===== config.mk =====
export PLATFORM = sky130hd
export DESIGN_NAME = vga_frame_monitor
export DESIGN_NICKNAME = d
export VERILOG_FILES = /design/src/rtl/vga_mon_pkg.sv /design/src/rtl/vga_sync_edge.sv /design/src/rtl/vga_frame_monitor.sv
export SDC_FILE = /design/constraint.sdc
export NUM_CORES = 1
export LEC_CHECK = 0
export ABC_AREA = 1
export CAP_MARGIN = 10
export CORE_ASPECT_RATIO = 1.4
export CORE_MARGIN = 2
export CORE_UTILIZATION = 51
export DETAILED_ROUTE_END_ITERATION = 8
export HOLD_SLACK_MARGIN = 0.03
export PLACE_DENSITY_LB_ADDON = 0.3
export SLEW_MARGIN = 40
export SYNTH_ARGS = -nofsm -noshare
export SYNTH_HDL_FRONTEND = slang
export SYNTH_SLANG_ARGS = --single-unit

===== constraint.sdc =====
create_clock -name clk -period 6.2 [get_ports clk]
set_input_delay 0.62 -clock clk [delete_from_list [all_inputs] [get_ports clk]]
set_output_delay 0.62 -clock clk [all_outputs]
set_load 0.01 [all_outputs]

===== src/rtl/vga_mon_pkg.sv =====
// Shared types and the per-pixel checksum step for the VGA frame monitor.
package vga_mon_pkg;

  localparam int unsigned CntWDefault = 12;

  typedef logic [CntWDefault-1:0] cnt_t;
  typedef logic [31:0]            crc_t;

  typedef enum logic [0:0] {StSearch, StMeasure} state_e;

  // Rotate left by one, then fold in the 24-bit RGB sample.
  function automatic crc_t crc_step(crc_t crc, logic [23:0] rgb);
    return {crc[30:0], crc[31]} ^ {8'h00, rgb};
  endfunction

endpackage


===== src/rtl/vga_sync_edge.sv =====
// Sync polarity normaliser with a pix_en-gated rising-edge detector on the asserted level.
module vga_sync_edge #(
  parameter bit ACTIVE_LOW = 1'b1
) (
  input  logic clk,
  input  logic rst,
  input  logic clear,
  input  logic pix_en,
  input  logic sync_raw,
  output logic rise
);

  logic sync_a;
  logic prev_q;

  assign sync_a = sync_raw ^ ACTIVE_LOW;

  always_ff @(posedge clk or posedge rst) begin
    if (rst) begin
      prev_q <= 1'b0;
    end else if (clear) begin
      prev_q <= 1'b0;
    end else if (pix_en) begin
      prev_q <= sync_a;
    end
  end

  assign rise = pix_en & sync_a & ~prev_q;

endmodule


===== src/rtl/vga_frame_monitor.sv =====
// Passive VGA bus sink: recovers frame geometry, a per-frame pixel checksum and a
// line-width consistency flag, publishing them once per frame.
module vga_frame_monitor
  import vga_mon_pkg::*;
#(
  parameter bit          HS_ACTIVE_LOW = 1'b1,
  parameter bit          VS_ACTIVE_LOW = 1'b1,
  parameter int unsigned CNT_W         = CntWDefault
) (
  input  logic             clk,
  input  logic             rst,
  input  logic             pix_en,
  input  logic             vga_hs,
  input  logic             vga_vs,
  input  logic             vga_blank_n,
  input  logic [7:0]       vga_r,
  input  logic [7:0]       vga_g,
  input  logic [7:0]       vga_b,
  input  logic             clear,
  output logic             locked,
  output logic             frame_done,
  output logic [CNT_W-1:0] h_active,
  output logic [CNT_W-1:0] v_active,
  output logic [CNT_W-1:0] h_total,
  output logic [CNT_W-1:0] v_total,
  output logic [31:0]      frame_crc,
  output logic [15:0]      frame_count,
  output logic             width_err
);

  typedef logic [CNT_W-1:0] cnt_w_t;

  function automatic cnt_w_t sat_inc(cnt_w_t v);
    return (v == '1) ? v : v + 1'b1;
  endfunction

  logic        hs_rise, vs_rise;
  logic [23:0] rgb;
  state_e      state_q, state_d;
  logic        start, acc_en, line_close, frame_close, pix_acc, zero_acc;

  // Accumulators; first_w doubles as the "first non-empty line seen" flag.
  cnt_w_t line_cycles_q, line_act_q, h_total_acc_q, v_total_acc_q, v_active_acc_q, first_w_q;
  logic   err_acc_q;
  crc_t   crc_acc_q;

  // c_*: values after the line close; d_*: after zeroing and pixel accumulate.
  cnt_w_t c_lc, c_la, c_ht, c_vt, c_va, c_fw;
  logic   c_err;
  crc_t   c_crc;
  cnt_w_t d_lc, d_la, d_ht, d_vt, d_va, d_fw;
  logic   d_err;
  crc_t   d_crc;

  logic   locked_q, frame_done_q, width_err_q;
  cnt_w_t h_active_q, v_active_q, h_total_q, v_total_q;
  crc_t   frame_crc_q;
  logic [15:0] frame_count_q;

  assign rgb = {vga_r, vga_g, vga_b};

  vga_sync_edge #(
    .ACTIVE_LOW(HS_ACTIVE_LOW)
  ) u_hs_edge (
    .clk      (clk),
    .rst      (rst),
    .clear    (clear),
    .pix_en   (pix_en),
    .sync_raw (vga_hs),
    .rise     (hs_rise)
  );

  vga_sync_edge #(
    .ACTIVE_LOW(VS_ACTIVE_LOW)
  ) u_vs_edge (
    .clk      (clk),
    .rst      (rst),
    .clear    (clear),
    .pix_en   (pix_en),
    .sync_raw (vga_vs),
    .rise     (vs_rise)
  );

  always_ff @(posedge clk or posedge rst) begin
    if (rst) begin
      state_q <= StSearch;
    end else if (clear) begin
      state_q <= StSearch;
    end else begin
      state_q <= state_d;
    end
  end

  always_comb begin
    state_d = state_q;
    unique case (state_q)
      StSearch:  if (vs_rise) state_d = StMeasure;
      StMeasure: state_d = StMeasure;
    endcase
  end

  always_comb begin
    start  = 1'b0;
    acc_en = 1'b0;
    unique case (state_q)
      StSearch:  start  = vs_rise;
      StMeasure: acc_en = pix_en;
    endcase
    line_close  = acc_en & (hs_rise | vs_rise);
    frame_close = acc_en & vs_rise;
    pix_acc     = start | acc_en;
    zero_acc    = start | frame_close;
  end

  always_comb begin
    c_lc  = line_cycles_q;
    c_la  = line_act_q;
    c_ht  = h_total_acc_q;
    c_vt  = v_total_acc_q;
    c_va  = v_active_acc_q;
    c_fw  = first_w_q;
    c_err = err_acc_q;
    c_crc = crc_acc_q;
    if (line_close) begin
      c_ht = line_cycles_q;
      if (hs_rise) c_vt = sat_inc(v_total_acc_q);
      if (line_act_q != '0) begin
        c_va = sat_inc(v_active_acc_q);
        if (first_w_q == '0) begin
          c_fw = line_act_q;
        end else if (line_act_q != first_w_q) begin
          c_err = 1'b1;
        end
      end
      c_lc = '0;
      c_la = '0;
    end
  end

  // The sample carrying an edge belongs to the new line/frame, so it lands after zeroing.
  always_comb begin
    d_lc  = c_lc;
    d_la  = c_la;
    d_ht  = c_ht;
    d_vt  = c_vt;
    d_va  = c_va;
    d_fw  = c_fw;
    d_err = c_err;
    d_crc = c_crc;
    if (zero_acc) begin
      d_lc  = '0;
      d_la  = '0;
      d_ht  = '0;
      d_vt  = '0;
      d_va  = '0;
      d_fw  = '0;
      d_err = 1'b0;
      d_crc = '0;
    end
    if (pix_acc) begin
      d_lc = sat_inc(d_lc);
      if (vga_blank_n) begin
        d_la  = sat_inc(d_la);
        d_crc = crc_step(d_crc, rgb);
      end
    end
  end

  always_ff @(posedge clk or posedge rst) begin
    if (rst) begin
      line_cycles_q  <= '0;
      line_act_q     <= '0;
      h_total_acc_q  <= '0;
      v_total_acc_q  <= '0;
      v_active_acc_q <= '0;
      first_w_q      <= '0;
      err_acc_q      <= 1'b0;
      crc_acc_q      <= '0;
    end else if (clear) begin
      line_cycles_q  <= '0;
      line_act_q     <= '0;
      h_total_acc_q  <= '0;
      v_total_acc_q  <= '0;
      v_active_acc_q <= '0;
      first_w_q      <= '0;
      err_acc_q      <= 1'b0;
      crc_acc_q      <= '0;
    end else if (pix_acc) begin
      line_cycles_q  <= d_lc;
      line_act_q     <= d_la;
      h_total_acc_q  <= d_ht;
      v_total_acc_q  <= d_vt;
      v_active_acc_q <= d_va;
      first_w_q      <= d_fw;
      err_acc_q      <= d_err;
      crc_acc_q      <= d_crc;
    end
  end

  always_ff @(posedge clk or posedge rst) begin
    if (rst) begin
      locked_q      <= 1'b0;
      frame_done_q  <= 1'b0;
      h_active_q    <= '0;
      v_active_q    <= '0;
      h_total_q     <= '0;
      v_total_q     <= '0;
      frame_crc_q   <= '0;
      frame_count_q <= '0;
      width_err_q   <= 1'b0;
    end else if (clear) begin
      locked_q      <= 1'b0;
      frame_done_q  <= 1'b0;
      h_active_q    <= '0;
      v_active_q    <= '0;
      h_total_q     <= '0;
      v_total_q     <= '0;
      frame_crc_q   <= '0;
      frame_count_q <= '0;
      width_err_q   <= 1'b0;
    end else begin
      frame_done_q <= frame_close;
      if (start) locked_q <= 1'b1;
      if (frame_close) begin
        h_active_q    <= c_fw;
        v_active_q    <= c_va;
        h_total_q     <= c_ht;
        v_total_q     <= c_vt;
        frame_crc_q   <= c_crc;
        width_err_q   <= c_err;
        frame_count_q <= frame_count_q + 16'd1;
      end
    end
  end

  assign locked      = locked_q;
  assign frame_done  = frame_done_q;
  assign h_active    = h_active_q;
  assign v_active    = v_active_q;
  assign h_total     = h_total_q;
  assign v_total     = v_total_q;
  assign frame_crc   = frame_crc_q;
  assign frame_count = frame_count_q;
  assign width_err   = width_err_q;

endmodule

==> flow_summary_export.csv <==
group,metric,value,unit
route,viasPerCell,5.417,
timing,worst_pin_slew,0.8492,ns
critical_path,crit_buf_inv,4,
cts,insertion_delay,0.44,ns
timing,slew_violations,0,
cts,cts_resized,0,
layout,antenna_cells,0,
min_path,holdPathStages,2,
critical_path,start_kind,"input pin",
layout,nets,1457,
power_and_ir_drop,leakage,5.604,nW
yosys,ys_ff_latch,196,
die,io-pin-count,130,
route,drt-initial-drc-count,825,
die,fp.dieW,124.8,um
global_routing,grt-ovfl-total,0,
global_routing,grt_pass1_wl,43900,um
yosys,avgSynthCellArea,7.832,um^2
yosys,synth_ff_type,"dfrtp_1",
global_routing,antenna_found_initial,0,
cts,cts_tree,"built",
die,initial_core_util,52.29,%
yosys,seq_area_frac_synth,47.09,%
power_and_ir_drop,powerDensity,228.4,mW/mm^2
place,dp.final_hpwl,17280,um
layout,stdcell_area,0.01237,mm^2
route,drc,0,
min_path,min_path_type,"flop to flop",
critical_path,cp.arrival,3.95,ns
yosys,synth_cell_type_count,44,
timing,post-route-min-period,3.627,ns
route,drtAntennaViolNets,0,
layout,areaGrowthSynthToFinish,18.73,%
critical_path,cp_max_fo,47,
yosys,synth_area,0.01042,mm^2
timing,final_hold_viol_count,0,
yosys,synthCells,1330,
route,num_vias,9116,
power_and_ir_drop,power.total,0.002824,W
route,wl_per_cell,15.43,um
power_and_ir_drop,peakVddDrop,0.1787,mV
layout,layout-drive-gt1-share,6.918,%
critical_path,slowest_stage,"clkinv_1",
cts,htree_levels,4,
route,dr.pass1.iters,5,
cts,cts_root_buf,"clkbuf_16",
cts,postCtsSetupRepairBufs,0,
place,dpl-instance-area,0.01179,mm^2
die,core,0.01992,mm^2
timing,tns,0,ns
timing,finalHoldWorstSlack,0.4784,ns
min_path,hold_end,"v_active[2]$_DFFE_PP0P_",
cts,cts_buffer_depth,2,
critical_path,crit_type,"input pin to flop",
critical_path,crit_family,"buffers and inverters",
yosys,synth_edf_count,0,
place,port-buffer-count,129,
critical_path,cpPeakStageDelay,0.86,ns
die,die_y,173.1,um
cts,clk_pin_slew_worst_paths,0.07,ns
critical_path,regToRegSetupSlack,2.99,ns
global_routing,grt_pass1_vias,9105,
timing,fin_skew,0.01105,ns
status,outcome,"finished clean",
die,num_rows,61,
critical_path,reg2reg_depth,9,
critical_path,r2r-end,"line_cycles_q[7]$_DFFE_PP0P_",
cts,cts.sinks,196,
yosys,syn_nets,1366,
place,gp_congestion,0.8904,
cts,hold_buffers,0,
yosys,ys_warn_count,0,
timing,maxSlewHeadroom,43.04,%
yosys,async_flop_share,100.0,%
min_path,min-delay-start,"v_active[2]$_DFFE_PP0P_",
timing,min_period_over_period,58.50,%
cts,cts_buffers,17,
die,dieArea,0.02160,mm^2
flow_run,cap_violations,0,
route,wirelength,25970,um
global_routing,grt_use_total,24.47,%
timing,setup_viol,0,
timing,max_freq,275.7,MHz
critical_path,crit_chain,"clkdlybuf4s50_1, nand3_4, inv_2, nand2_1, nand3_2, buf_4, clkinv_1, o21ai_0, nand2_1",
global_routing,grt_max_degree,137,
critical_path,rr_startpoint,"u_vs_edge.prev_q$_DFFE_PP0P_",
critical_path,critPathRequiredTime,6.52,ns
critical_path,cp_common_cell,"nand2_1",
critical_path,end_kind,"flop",
timing,rsz0062_at_grt,"no",
-- cells in the mapped netlist, drive strengths merged, types with 5 or more instances --
library cell,instances,share of area (%)
nand2,356,13
dfrtp,196,47
o21ai,157,7.5
inv,141,5.1
nand3,110,5.5
nor2,85,3.6
a21oi,57,3.1
clkbuf,36,1.3
nor3,35,2.3
xnor2,33,2.8
nand4,31,1.9
buf,30,1.9
xor2,19,1.6
o22ai,10,0.60
or2,9,0.54
a31oi,6,0.36
ha,5,0.60
-- sequential cells by signal, summed over array words and instances, names as in the netlist, 12 cells and up --
signal          cells
c_crc              32
first_w_q          12
frame_count        16
frame_crc          32
h_active           12
h_total            12
line_act_q         12
line_cycles_q      12
v_active           12
v_active_acc_q     12
v_total            12
v_total_acc_q      12
-- power breakdown --
| part | switching [W] | internal (W) |
|---|---|---|
| logic | 0.000232 | 0.000121 |
| clock network | 0.000509 | 0.000597 |
| registers | 0.0000415 | 0.00132 |
-- logic make-up (layout without fill, tap and decap cells) --
group	Yosys count	count (layout)	share of synthesized area, %
compound gates	235	235	12.07
xor+xnor	52	52	4.372
fa+ha+maj	5	5	0.6006
buf+inv	209	310	8.336
flops	196	196	47.09
simple gates	633	633	27.53
-- per-layer routing --
metal / track usage, % / vias to the layer above / part of all wire (%) / routed length, um
met3: 3.837 / 50 / 4.4 / 1131
met5: 0 / - / 0 / 0
met2: 42.94 / 250 / 51 / 13210
met1: 30.68 / 4310 / 42 / 10950
met4: 8.474 / 0 / 2.6 / 681
li1: - / 4506 / - / -
-- placed cells by master (no fill, tap or decap), drive strengths merged --
cell / Yosys / final
nand2: 356 / 356
dfrtp: 196 / 196
o21ai: 157 / 157
inv: 141 / 146
clkdlybuf4s50: 0 / 129
nand3: 110 / 110
nor2: 85 / 85
a21oi: 57 / 57
nor3: 35 / 35
xnor2: 33 / 33
nand4: 31 / 31
xor2: 19 / 19
clkbuf: 36 / 17
o22ai: 10 / 10
or2: 9 / 9
buf: 30 / 9
a31oi: 6 / 6
ha: 5 / 5
clkinv: 2 / 4
clkinvlp: 0 / 3
nand3b: 2 / 2
o211a: 2 / 2
o32ai: 2 / 2
bufinv: 0 / 2
nor4: 2 / 2
nor3b: 1 / 1
o21bai: 1 / 1
and3: 1 / 1
or3: 1 / 1
-- per-stage QoR --
stage / util [%] / cells / setup WS, ns
after global routing: 62.08 / 1683 / 2.235
after CTS: 62.06 / 1683 / 2.714
final: 62.08 / 1683 / 2.573
after detailed placement: 59.19 / 1654 / 2.304
after floorplan: - / 1330 / 0.2394
after global placement: 59.08 / 1653 / 2.339
-- worst register-to-register path, cell delays in order, from the launching register on --
cell	delay [ns]
dfrtp_1	0.36
inv_1	0.10
nand3_4	0.10
inv_2	0.43
nand2_1	0.18
nand3_2	0.10
buf_4	0.50
clkinv_1	0.87
o21ai_0	0.39
nand2_1	0.08
-- area by class of cell --
cell class              count  area (um^2)
flip-flops and latches    196         4905
clock buffers              17        425.4
well taps                 252        315.3
repair buffers            138         1370
clock inverters            12        146.4
inverters                 143        554.3
fillers                  1700         7553
multi-input cells         925         4651
-- worst max path at each step --
stage,start,end,slack [ns],cells past startpoint
floorplan,rst,c_crc[0]$_DFFE_PP0P_,0.24,1
global placement,pix_en,frame_count[13]$_DFFE_PP0P_,2.34,8
detailed placement,pix_en,line_cycles_q[9]$_DFFE_PP0P_,2.30,20
CTS,pix_en,line_cycles_q[9]$_DFFE_PP0P_,2.71,20
global route,pix_en,line_cycles_q[5]$_DFFE_PP0P_,2.24,20
finish,pix_en,line_cycles_q[7]$_DFFE_PP0P_,2.57,9
Note: power is estimated with default switching activity, not from simulation.
